==> src/rtl/switch_allocator.sv <==
// Switch allocator for a 5-port mesh router (N, S, E, W, L).
// Zero-latency, packet-locking, round-robin allocation of crossbar outputs.
// Port codes: N=0, S=1, E=2, W=3, L=4; an idle output select is 3'd7.

module switch_allocator_chk #(
  parameter int FLIT_W = 16
) (
  input logic        clk,
  input logic        rst,
  input logic [4:0]  req_i,
  input logic [4:0]  gnt_i,
  input logic [14:0] sel_i
);

  // Count outputs that are driving a real input this cycle.
  function automatic int busy_outputs(input logic [14:0] sel);
    int n;
    n = 0;
    for (int o = 0; o < 5; o++) begin
      if (sel[3*o +: 3] != 3'd7) begin
        n = n + 1;
      end else begin
      end
    end
    return n;
  endfunction

  a_flit_w: assert property (@(posedge clk) FLIT_W > 0);

  a_rst_idle: assert property (@(posedge clk)
    rst |-> ((gnt_i == 5'd0) && (sel_i == 15'h7FFF)));

  a_gnt_needs_req: assert property (@(posedge clk) disable iff (rst)
    ((gnt_i & ~req_i) == 5'd0));

  a_one_to_one: assert property (@(posedge clk) disable iff (rst)
    ($countones(gnt_i) == busy_outputs(sel_i)));

  for (genvar o = 0; o < 5; o++) begin : g_out
    a_sel_valid: assert property (@(posedge clk) disable iff (rst)
      (sel_i[3*o +: 3] == 3'd7) ||
      ((sel_i[3*o +: 3] <= 3'd4) && gnt_i[sel_i[3*o +: 3]]));
  end

endmodule

module switch_allocator #(
  parameter int FLIT_W = 16
) (
  input  logic        clk,
  input  logic        rst,
  input  logic [4:0]  req_i,
  input  logic [14:0] dest_i,
  input  logic [4:0]  tail_i,
  output logic [4:0]  gnt_o,
  output logic [2:0]  N_port_select,
  output logic [2:0]  S_port_select,
  output logic [2:0]  E_port_select,
  output logic [2:0]  W_port_select,
  output logic [2:0]  L_port_select,
  output logic [4:0]  illegal_o
);

  localparam logic [2:0] SEL_IDLE = 3'd7;

  // Per-output state: lock flag, owning input and round-robin start point.
  logic [4:0] lock_q, lock_d;
  logic [2:0] owner_q [5];
  logic [2:0] owner_d [5];
  logic [2:0] rr_q    [5];
  logic [2:0] rr_d    [5];
  logic [4:0] illegal_q, illegal_d;

  // Decoded requests and per-output allocation result.
  logic [2:0] dst_s   [5];
  logic [4:0] legal_s;
  logic [2:0] win_s   [5];
  logic [4:0] win_v_s;
  logic [4:0] gnt_s;

  // (a + b) mod 5 for port indices; both operands are already below 5.
  function automatic logic [2:0] add_mod5(input logic [2:0] a, input logic [2:0] b);
    logic [3:0] sum;
    sum = {1'b0, a} + {1'b0, b};
    if (sum >= 4'd5) begin
      return 3'(sum - 4'd5);
    end else begin
      return sum[2:0];
    end
  endfunction

  // Split the packed destination bus into one code per input.
  always_comb begin
    for (int i = 0; i < 5; i++) begin
      dst_s[i] = dest_i[3*i +: 3];
    end
  end

  // A request is legal when it names a real port other than its own input.
  always_comb begin
    legal_s = 5'd0;
    for (int i = 0; i < 5; i++) begin
      legal_s[i] = req_i[i] && (dst_s[i] <= 3'd4) && (dst_s[i] != 3'(i));
    end
  end

  // Pick one winner per output: the owner if locked, otherwise round-robin.
  always_comb begin
    logic       found_v;
    logic [2:0] cand_v;
    found_v = 1'b0;
    cand_v  = 3'd0;
    win_v_s = 5'd0;
    for (int o = 0; o < 5; o++) begin
      win_s[o] = SEL_IDLE;
      found_v  = 1'b0;
      if (rst) begin
      end else if (lock_q[o]) begin
        // A locked output waits for its owner; anyone else sees a bubble.
        if (legal_s[owner_q[o]] && (dst_s[owner_q[o]] == 3'(o))) begin
          win_v_s[o] = 1'b1;
          win_s[o]   = owner_q[o];
        end else begin
        end
      end else begin
        for (int k = 0; k < 5; k++) begin
          cand_v = add_mod5(rr_q[o], 3'(k));
          if (!found_v && legal_s[cand_v] && (dst_s[cand_v] == 3'(o))) begin
            found_v    = 1'b1;
            win_v_s[o] = 1'b1;
            win_s[o]   = cand_v;
          end else begin
          end
        end
      end
    end
  end

  // Fold the per-output winners into the per-input grant vector.
  always_comb begin
    gnt_s = 5'd0;
    for (int o = 0; o < 5; o++) begin
      if (win_v_s[o]) begin
        gnt_s[win_s[o]] = 1'b1;
      end else begin
      end
    end
  end

  // Next-state for locks and pointers driven by this cycle's grants.
  always_comb begin
    lock_d    = lock_q;
    illegal_d = req_i & ~legal_s;
    for (int o = 0; o < 5; o++) begin
      owner_d[o] = owner_q[o];
      rr_d[o]    = rr_q[o];
      if (win_v_s[o]) begin
        if (tail_i[win_s[o]]) begin
          // Packet ends: release and move priority just past the winner.
          lock_d[o] = 1'b0;
          rr_d[o]   = add_mod5(win_s[o], 3'd1);
        end else if (!lock_q[o]) begin
          // Head of a multi-flit packet claims the output.
          lock_d[o]  = 1'b1;
          owner_d[o] = win_s[o];
        end else begin
        end
      end else begin
      end
    end
  end

  // Register allocation state and the one-cycle illegal-request pulse.
  always_ff @(posedge clk) begin
    if (rst) begin
      lock_q    <= 5'd0;
      illegal_q <= 5'd0;
      for (int o = 0; o < 5; o++) begin
        owner_q[o] <= 3'd0;
        rr_q[o]    <= 3'd0;
      end
    end else begin
      lock_q    <= lock_d;
      illegal_q <= illegal_d;
      for (int o = 0; o < 5; o++) begin
        owner_q[o] <= owner_d[o];
        rr_q[o]    <= rr_d[o];
      end
    end
  end

  assign gnt_o         = gnt_s;
  assign N_port_select = win_s[0];
  assign S_port_select = win_s[1];
  assign E_port_select = win_s[2];
  assign W_port_select = win_s[3];
  assign L_port_select = win_s[4];
  assign illegal_o     = illegal_q;

  switch_allocator_chk #(.FLIT_W(FLIT_W)) u_chk (
    .clk   (clk),
    .rst   (rst),
    .req_i (req_i),
    .gnt_i (gnt_s),
    .sel_i ({win_s[4], win_s[3], win_s[2], win_s[1], win_s[0]})
  );

endmodule

==> config.mk <==
export PLATFORM = sky130hd
export DESIGN_NAME = switch_allocator
export DESIGN_NICKNAME = d
export VERILOG_FILES = /design/src/rtl/switch_allocator.sv
export SDC_FILE = /design/constraint.sdc
export NUM_CORES = 1
export LEC_CHECK = 0
export BUFFER_PORTS_ARGS = -buffer_cell sky130_fd_sc_hd__clkbuf_2
export CORE_AREA = 2 2 140 142
export CTS_CLUSTER_DIAMETER = 40
export CTS_CLUSTER_SIZE = 12
export DETAILED_ROUTE_END_ITERATION = 12
export DIE_AREA = 0 0 142 144
export PLACE_DENSITY = 0.59
export SLEW_MARGIN = 0
export SYNTH_ARGS = -nofsm -noshare
export SYNTH_HDL_FRONTEND = slang
export SYNTH_HIERARCHICAL = 1
export SYNTH_SLANG_ARGS = --single-unit
==> constraint.sdc <==
create_clock -name clk -period 7.13 [get_ports clk]
set_input_delay 1.0695 -clock clk [delete_from_list [all_inputs] [get_ports clk]]
set_output_delay 1.0695 -clock clk [all_outputs]
set_load 0.02 [all_outputs]
==> run summary, run 1 <==
• 310 ps — clock network latency to the later pin of the worst-skew pair
• 1973 — fill cell count
• 40 — synthesis-stage register bit count
• 0.310 — Max-slew headroom
• yes — TritonCTS clock tree
• 0.00843 mm^2 — Post-Synthesis Cell Area
• 7.35 um^2 — Mapped Avg Cell Area
• 52 — number of top-level pins
• output port — kind of end point of the critical path
• 0 — max-slew violations
• 0.933 — final weighted congestion of routability-driven global placement
• 0 — hold_buf cts
• 0.449 — met2 layer usage reported by global route
• 6170 ps — clock period minus worst slack
• 144 um — overall die height
• 0 — Post-CTS Setup Repair Bufs
• 116 — count of cell types in the netlist
• no — setup repair after global routing missed its margin
• reg -> out — Crit Path Category
• 0.0191 mm^2 — Core ar.
• 18 — maximum fanout count along the critical path
• 750 ps — largest stage delay on the critical path
• 1229 — Post-Syn Nets
• 0 — overall overflow remaining after global route
• 0.124 — layout cells sized above 1
• register — kind of start point of the critical path
• 0 — DRC violation count after routing
• 0.0540 — met3 routing resource usage after global routing
• 2 — cell depth of the worst hold path
• 8432 — via count of the first global-routing pass
• 798 — first-iteration detailed-routing DRC count
• 40 — clock sink total
• 3.53 nW — Leakage
• finished clean — status
• 16 — reg2reg path depth
• 4.11 ps — worst clock skew on the final layout
• 0 — antenna violation net count after detailed routing
• 44600 um — wire length of the first global-routing pass
• 1020 ps — transition at the pin with the smallest max-transition slack
• 0.162 GHz — Max Clock Freq
• 0.442 — initial cell density of the core
• inv_1 > ha_1 > inv_1 > a221o_1 > a31oi_1 > mux2i_1 > o22ai_2 > mux2_2 > o221ai_1 > and2_1 > inv_1 > o31ai_1 > clkbuf_2 — cells along the critical path
• 0 — EDFF count, synth
• sky130_fd_sc_hd__inv_1 — cell with the most instances on the worst path
• 5100 ps — endpoint arrival time on the critical path
• 0.359 — met1 track demand over resource
• 89 x sky130_fd_sc_hd__nor2_1, 80 x sky130_fd_sc_hd__nand2_1, 70 x sky130_fd_sc_hd__a21oi_1, 60 x sky130_fd_sc_hd__inv_1, 57 x sky130_fd_sc_hd__o21ai_0 — commonest cells after routing, fill and taps aside
• 20.1 um — DR WL/cell
• 0.866 — period utilisation layout
• 0.0949 — part of the Yosys area used for sequential elements
• sky130_fd_sc_hd__clkbuf_16 — root buffer selected by CTS
• 6060 ps — Required @ worst endpoint
• met2 — busiest layer in global routing
• 0 — final number of setup-violating endpoints
• 5 — TritonCTS Buffers
• 0 — count of instances resized after the clock tree is built
• 51 — Cell Rows
• 0 — FFs w/ async S/R, synth
• 2 — depth of the CTS H-tree
• 1 — number of antenna violations at the first check in global routing
• sky130_fd_sc_hd__nor2_1 — most common cell after layout, fill and taps aside
• 0 — endpoints failing hold
• 5.68% — Area growth, synth to finish
• 319 uV — Max IR drop VDD
• 28000 um — overall routed net length
• 0.00324 W — overall power after layout
• 0 ps — total negative slack for setup checks
• 0 — Max Cap Viol
• 1148 — post-synthesis cell count
• reg -> reg — worst min path class
• 1710 ps — flop2flop setup slack
• 0.273 — Total GRT Usage
• 6.55 — Via density
• 51 — count of buffers from port buffering
• 5 — first drt pass iteration count
• 60 ps — clock slew at reported path FFs
• 9132 — total via count in the routed design
• 364 mW/mm^2 — areal power density over the cells
• 142 um — x dimension of the die
• sky130_fd_sc_hd__dfxtp_1 — most common flop cell mapped by yosys
• 1235 — net total in the final layout
• sky130_fd_sc_hd__dfxtp_1 — cell with the biggest individual delay on the critical path
• 21900 um — post-detailed-placement half-perimeter wirelength
• 26 — pin count of the biggest net entering global routing
• 2 — deepest clock path buffer count
• 6 — total number of yosys warnings
• 0.0204 mm^2 — DIE AREA
synthesized netlist by cell type, types with 24 or more instances:
cell type                  instances  area, um^2
sky130_fd_sc_hd__dfxtp_1          40         801
sky130_fd_sc_hd__nor3_1           26         130
sky130_fd_sc_hd__o21ai_0          57         285
sky130_fd_sc_hd__nor2b_1          26         163
sky130_fd_sc_hd__a21oi_1          70         350
sky130_fd_sc_hd__nand3_1          43         215
sky130_fd_sc_hd__nor2_1           89         334
sky130_fd_sc_hd__nand2b_1         31         194
sky130_fd_sc_hd__mux2i_1          51         510
sky130_fd_sc_hd__inv_1            60         225
sky130_fd_sc_hd__nor3b_1          24         180
sky130_fd_sc_hd__nand2_1          80         300
sky130_fd_sc_hd__clkbuf_1         35         131
sky130_fd_sc_hd__ha_1             49         613
sky130_fd_sc_hd__a211oi_1         25         188
registers in the layout, summed over array words and instances, names as in the netlist:
signal / flops
owner_q: 15
rr_q: 15
illegal_o: 5
lock_q: 5
logic make-up (layout without fill, tap and decap cells):
logic type,after synthesis,in the layout,share of synthesized area
AND/OR/NAND/NOR,464,464,0.309
AO/OA/AOI/OAI,372,372,0.329
buffers and inverters,125,132,0.0638
multiplexers,75,75,0.0984
adder cells (fa/ha/maj),55,55,0.0857
flip-flops,40,40,0.0949
XOR/XNOR,17,17,0.0185
other,0,1,0
path summary, 6_finish.rpt:
| path | start | to |
|---|---|---|
| worst max register to register | rr_q[0][3] | rr_q[0][3] |
| worst max-delay path | rr_q[0][0] | gnt_o[3] |
| worst min register to register | owner_q[0][12] | owner_q[0][12] |
| worst min-delay path | owner_q[0][12] | owner_q[0][12] |
worst max-delay path: cells and delay by family (launching register included):
family                   cells  cell delay [ps]
adder cells (fa/ha/maj)      1              630
multiplexers                 2              540
AO/OA/AOI/OAI                5             1620
buffers and inverters        4              840
flip-flops                   1              750
AND/OR/NAND/NOR              1              390
final cells by class:
class	count	area, um^2	area share
antenna	1	2.50	0.000281
clock buffer	7	143	0.0160
clock inverter	1	7.51	0.000842
inverter	63	236	0.0265
multi-input combinational	983	7100	0.796
sequential	40	801	0.0898
tap	238	298	0.0334
timing repair buffer	61	330	0.0371
through the flow:
stage                      util  setup WS, ps  cells  hold WS (ps)  instance area, um^2
after floorplan               -          1880   1148           459                 8430
after global placement    0.459          1380   1385           474                 8760
final                     0.467           958   1394           494                 8910
after global routing      0.467           615   1394           520                 8910
after CTS                 0.467          1070   1393           494                 8910
after detailed placement  0.459          1430   1385           487                 8760
metal layers:
metal  part of all wire  vias to the layer above
li1                   -                     4389
met1               0.44                     4352
met2               0.45                      342
met3              0.077                       49
met4              0.026                        0
met5                  0                        -
power by group:
| group | total [W] | internal (W) | switching (W) |
|---|---|---|---|
| combinational | 0.00255 | 0.000990 | 0.00156 |
| sequential | 0.000442 | 0.000286 | 0.000155 |
| clock | 0.000249 | 0.000140 | 0.000109 |
| total | 0.00324 | 0.00142 | 0.00183 |
Power figures use the tool's default switching activity.
==> inputs of run 2 (changes only) <==
- CORE_AREA: 2 2 140 142 -> 4 4 142 144
- DIE_AREA: 0 0 142 144 -> 0 0 146 148
==> run 2 against run 1 <==
  * Global-route usage down 2.5 points
  * Clock skew grew 5.1 ps
  * Via count fell by 1.4%
  * Worst setup slack worse by 27 ps
  * Combinational power about the same
  * Sequential power fell by 4.5%
  * Cell area increased by 0.24%
  * Total power grew 0.42%
==> run summary, run 2 (synthesis gave the netlist of run 1 again) <==
• 364 mW/mm^2 — areal power density over the cells, +0.18%
• 0.935 — final weighted congestion of routability-driven global placement, +0.23%
• 21400 um — post-detailed-placement half-perimeter wirelength, -2.2%
• 0.451 — initial cell density of the core, +0.00884
• rr_q[0][2] — worst reg2reg path startpoint
• 0 — diode count, -1
• 217 uV — Max IR drop VDD, -32%
• output port — kind of end point of the critical path
• 0.869 — period utilisation layout, +0.00382
• 0 ps — total negative slack for setup checks, unchanged
• owner_q: 15 flops, rr_q: 15 flops — top flop regs
• 6.48 — Via density, -1.1%
• 2 — total buffers and inverters traversed by the critical path, -2
• 498 ps — post-route worst hold slack, +3.82 ps
• 1236 — net total in the final layout, +0.081%
• 0 — endpoints failing hold, unchanged
• 5 — TritonCTS Buffers, unchanged
• 1895 — fill cell count, -4.0%
• 15 — reg2reg path depth, -1
• 52 — number of top-level pins, unchanged
• 0.161 GHz — Max Clock Freq, -0.44%
• 16 — maximum fanout count along the critical path, -2
• 148 um — overall die height, +2.8%
• 70 ps — clock slew at reported path FFs, about the same
• 89 x sky130_fd_sc_hd__nor2_1, 80 x sky130_fd_sc_hd__nand2_1, 70 x sky130_fd_sc_hd__a21oi_1, 60 x sky130_fd_sc_hd__inv_1, 57 x sky130_fd_sc_hd__o21ai_0 — commonest cells after routing, fill and taps aside
• 12 — total stage count of the critical path, -1
• simple AND/OR/NAND/NOR gates — family of cells with the greatest summed delay on the critical path
• 9004 — total via count in the routed design, -1.4%
• 764 — first-iteration detailed-routing DRC count, -4.3%
• 3.55 nW — Leakage, +0.44%
• 0 — number of antenna violations at the first check in global routing, -1
• 0 — final number of setup-violating endpoints, unchanged
• 0.00145 W — cell internal power dissipation, +2.2%
• 8400 — via count of the first global-routing pass, -0.38%
• 5.93% — Area growth, synth to finish
• finished clean — status
• rr_q[0][0] — Critical R2R Capture
• owner_q[0][14] — hold_sp
• 310 ps — clock network latency to the later pin of the worst-skew pair, about the same
• 2 — deepest clock path buffer count, unchanged
• 0 — antenna violation net count after detailed routing, unchanged
• 0.00181 W — sw power, -0.95%
• sky130_fd_sc_hd__nor2_1 — most common cell after layout, fill and taps aside
• 1120 ps — transition at the pin with the smallest max-transition slack, +99.7 ps
• owner_q[0][14] — capture endpoint of the worst hold path
• 40 — clock sink total, unchanged
• 0.785 — portion of total power attributed to combinational logic, -0.002
• 0.086 — Clock Power Share, +0.009
• 0.130 — sequential share of power, -0.006
• 0.125 — layout cells sized above 1, +0.00162
• 0 — hold_buf cts, unchanged
• 0.248 — Total GRT Usage, -0.0247
• 0.00325 W — overall power after layout, +0.42%
• ha_1 > a21oi_1 > mux2i_1 > mux2_2 > a21bo_2 > nor4_1 > nand2_1 > o221ai_1 > and2_1 > inv_1 > o31ai_1 > clkbuf_2 — cells along the critical path
• 26 — pin count of the biggest net entering global routing, unchanged
• 0 — max-slew violations, unchanged
• 0.0216 mm^2 — DIE AREA, +5.7%
• 1780 ps — flop2flop setup slack, +70 ps
• 50 — Cell Rows, -2.0%
• reg -> reg — worst min path class
• 27300 um — overall routed net length, -2.5%
• 19.7 um — DR WL/cell, -2.2%
• sky130_fd_sc_hd__clkbuf_16 — root buffer selected by CTS
• 5130 ps — endpoint arrival time on the critical path, +30 ps
• 6200 ps — clock period minus worst slack, +27.3 ps
• 2 — depth of the CTS H-tree, unchanged
• 44800 um — wire length of the first global-routing pass, +0.40%
• 0 — DRC violation count after routing, unchanged
• yes — TritonCTS clock tree
• 6060 ps — Required @ worst endpoint, about the same
• 0.242 — Max-slew headroom, -0.0674
• 0.555 — switching share of power, -0.00770
• 0 — overall overflow remaining after global route, unchanged
• reg -> out — Crit Path Category
• 1 — cell depth of the worst hold path, -1
• 0.0187 mm^2 — Core ar., -2.0%
• no — setup repair after global routing missed its margin
• register — kind of start point of the critical path
• 0 — Post-CTS Setup Repair Bufs, unchanged
• 0 — count of instances resized after the clock tree is built, unchanged
• sky130_fd_sc_hd__dfxtp_1 — cell with the biggest individual delay on the critical path
• 0 — Max Cap Viol, unchanged
• 5 — first drt pass iteration count, unchanged
• 51 — count of buffers from port buffering, unchanged
• 146 um — x dimension of the die, +2.8%
• 740 ps — largest stage delay on the critical path, about the same
• 9.23 ps — worst clock skew on the final layout, +5.11 ps
[run 2: per-layer routing]
layer  share of wire  vias to the layer above  track usage
met3           0.069                       33       0.0426
met5               0                        -            0
met1            0.45                     4270        0.339
met2            0.46                      291        0.412
li1                -                     4410            -
met4           0.016                        0       0.0569
[run 2: final cells by class]
class	instances	area, um^2	area share
Sequential cell	40	801	0.0896
Multi-Input combinational cell	983	7100	0.794
Inverter	63	236	0.0265
Timing Repair Buffer	62	338	0.0378
Tap cell	234	293	0.0328
Clock inverter	3	46.3	0.00518
Clock buffer	5	125	0.0140
[run 2: per-stage QoR]
step / std cells / instance area, um^2 / setup WS (ps) / utilization
floorplan: 1148 / 8430 / 1880 / -
global placement: 1382 / 8760 / 1390 / 0.468
detailed placement: 1382 / 8760 / 1350 / 0.468
CTS: 1390 / 8930 / 1020 / 0.478
global route: 1390 / 8930 / 637 / 0.478
finish: 1390 / 8930 / 931 / 0.478
[run 2: worst max-delay path by stage]
| stage | start | endpoint | slack [ps] |
|---|---|---|---|
| after floorplan | rr_q[0][0] | gnt_o[3] | 1880 |
| after global placement | rr_q[0][0] | gnt_o[3] | 1390 |
| after detailed placement | rr_q[0][0] | gnt_o[3] | 1350 |
| after CTS | rr_q[0][0] | gnt_o[3] | 1020 |
| after global routing | rr_q[0][0] | gnt_o[3] | 640 |
| final | rr_q[0][2] | gnt_o[3] | 930 |
[run 2: power groups by stage]
stage	Combinational [W]	Clock [W]	Sequential (W)
floorplan	0.00201	0	0.000359
global placement	0.00251	0	0.000425
detailed placement	0.00251	0	0.000423
CTS	0.00252	0.000283	0.000420
global route	0.00282	0.000292	0.000436
finish	0.00255	0.000279	0.000422
==> inputs of run 3 (changes only) <==
- BUFFER_PORTS_ARGS: -buffer_cell sky130_fd_sc_hd__clkbuf_2 -> -buffer_cell sky130_fd_sc_hd__buf_2
==> run 3 against run 2 <==
  * Clock power is 1% higher
  * Non-clock buffer count decreased by 1
  * Sequential cell count unchanged
  * Routed wire length grew 3.0%
  * Highest routed layer unchanged
  * Largest cell class unchanged
  * Critical path depth unchanged
  * Clock skew is 3.2 ps lower
  * Sequential power hardly changed
  * Via count grew 0.70%
==> run summary, run 3 (synthesis gave the netlist of run 1 again) <==
• 6.00 ps — worst clock skew on the final layout, -3.23 ps
• 51 — count of buffers from port buffering, unchanged
• register — kind of start point of the critical path
• 0 — number of antenna violations at the first check in global routing, unchanged
• 1944 — fill cell count, +2.6%
• 45000 um — wire length of the first global-routing pass, +0.46%
• 0.952 — final weighted congestion of routability-driven global placement, +1.8%
• 20 — maximum fanout count along the critical path, +4
• finished clean — status
• 0 — endpoints failing hold, unchanged
• 0.477 — Final Util, about the same
• 0 — diode count, unchanged
• 0 — DRC violation count after routing, unchanged
• 0.856 — period utilisation layout, -0.0130
• 70 ps — clock slew at reported path FFs, about the same
• 3.53 nW — Leakage, -0.63%
• 0.252 — Total GRT Usage, +0.00365
• 89 x sky130_fd_sc_hd__nor2_1, 80 x sky130_fd_sc_hd__nand2_1, 70 x sky130_fd_sc_hd__a21oi_1, 60 x sky130_fd_sc_hd__inv_1, 57 x sky130_fd_sc_hd__o21ai_0 — commonest cells after routing, fill and taps aside
• 5.84% — Area growth, synth to finish, about the same
• 26 — pin count of the biggest net entering global routing, unchanged
• 0 — overall overflow remaining after global route, unchanged
• 21800 um — post-detailed-placement half-perimeter wirelength, +2.1%
• 0 — final number of setup-violating endpoints, unchanged
• 2 — depth of the CTS H-tree, unchanged
• 0.0216 mm^2 — DIE AREA, unchanged
• 20.3 um — DR WL/cell, +3.1%
• 172 uV — Max IR drop VDD, -21%
• reg -> out — Crit Path Category
• 0 — Max Cap Viol, unchanged
• 5 — TritonCTS Buffers, unchanged
• 0.451 — initial cell density of the core, unchanged
• 0 — hold_buf cts, unchanged
• 1440 ps — pre-CTS WS, +91.0 ps
• 6060 ps — Required @ worst endpoint, about the same
• 0 ps — total negative slack for setup checks, unchanged
• 0 — max-slew violations, unchanged
• 744 — first-iteration detailed-routing DRC count, -2.6%
• 28200 um — overall routed net length, +3.0%
• 0.125 — layout cells sized above 1, -0.000757
• 0.0187 mm^2 — Core ar., unchanged
• 148 um — overall die height, unchanged
• 367 mW/mm^2 — areal power density over the cells, +0.73%
• 40 — clock sink total, unchanged
• 8504 — via count of the first global-routing pass, +1.2%
• 0 — antenna violation net count after detailed routing, unchanged
• 52 — number of top-level pins, unchanged
• 15 — reg2reg path depth, unchanged
• 1 — cell depth of the worst hold path, unchanged
• 1150 ps — transition at the pin with the smallest max-transition slack, +32.7 ps
• no — setup repair after global routing missed its margin
• 5 — first drt pass iteration count, unchanged
• 1020 ps — fin worst setup slack, +92.5 ps
• 5040 ps — endpoint arrival time on the critical path, -90 ps
• 9067 — total via count in the routed design, +0.70%
• 300 ps — clock network latency to the later pin of the worst-skew pair, about the same
• sky130_fd_sc_hd__nor2_1 — most common cell after layout, fill and taps aside
• 6.53 — Via density, +0.77%
• 0 — count of instances resized after the clock tree is built, unchanged
• reg -> reg — worst min path class
• output port — kind of end point of the critical path
• yes — TritonCTS clock tree
• 0.164 GHz — Max Clock Freq, +1.5%
• 50 — Cell Rows, unchanged
• owner_q: 15 flops, rr_q: 15 flops — top flop regs
• 0.220 — Max-slew headroom, -0.0221
• 0 — Post-CTS Setup Repair Bufs, unchanged
• 2 — deepest clock path buffer count, unchanged
• sky130_fd_sc_hd__clkbuf_16 — root buffer selected by CTS
• 1235 — net total in the final layout, -0.081%
• 146 um — x dimension of the die, unchanged
• 6110 ps — clock period minus worst slack, -92.5 ps
## run 3: cell types whose count changed in the layout (fill, tap and decap cells not counted)
cell	delta
sky130_fd_sc_hd__buf_2	+51
sky130_fd_sc_hd__clkbuf_2	-51
sky130_fd_sc_hd__buf_4	-1
## run 3: worst paths after layout
check / slack, ps / end / startpoint
worst max-delay path: 1020 / gnt_o[0] / rr_q[0][9]
worst min register to register: 500 / owner_q[0][14] / owner_q[0][14]
worst min-delay path: 500 / owner_q[0][14] / owner_q[0][14]
worst max register to register: 1810 / rr_q[0][0] / rr_q[0][2]
## run 3: critical path: stages, from the launching register on
cell and delay, ps:
sky130_fd_sc_hd__dfxtp_1 810, sky130_fd_sc_hd__clkinv_1 450, sky130_fd_sc_hd__ha_1 560, sky130_fd_sc_hd__inv_1 220, sky130_fd_sc_hd__xnor2_2 400, sky130_fd_sc_hd__mux2i_1 300
sky130_fd_sc_hd__nand2_1 80, sky130_fd_sc_hd__a2111o_1 540, sky130_fd_sc_hd__mux2_4 350, sky130_fd_sc_hd__a311oi_4 370, sky130_fd_sc_hd__nand2b_1 130, sky130_fd_sc_hd__o21ai_0 280
sky130_fd_sc_hd__buf_2 230
## run 3: power by group
group | switching (W) | total [W] | internal [W]
clock | 0.000116 | 0.000283 | 0.000167
sequential | 0.000136 | 0.000422 | 0.000286
combinational | 0.00158 | 0.00257 | 0.000995
total | 0.00183 | 0.00328 | 0.00145
## run 3: routing by layer
layer | routed length [um] | global-route usage | share of wire
met1 | 12700 | 0.343 | 0.45
met2 | 12900 | 0.415 | 0.46
met3 | 2100 | 0.0469 | 0.075
met4 | 481 | 0.0588 | 0.017
met5 | 0 | 0 | 0
## run 3: final cells by class
cell class | count | area, um^2 | area share
timing repair buffer | 61 | 330 | 0.0370
sequential | 40 | 801 | 0.0897
inverter | 63 | 236 | 0.0265
clock inverter | 3 | 46.3 | 0.00519
clock buffer | 5 | 125 | 0.0140
multi-input combinational | 983 | 7100 | 0.795
tap | 234 | 293 | 0.0328
## run 3: per-stage QoR
stage	power, W	instances	hold WS [ps]	cell area, um^2
floorplan	0.00237	1148	459	8430
global placement	0.00294	1381	479	8760
detailed placement	0.00295	1381	492	8760
CTS	0.00324	1389	502	8930
global route	0.00355	1389	515	8930
finish	0.00328	1389	502	8930
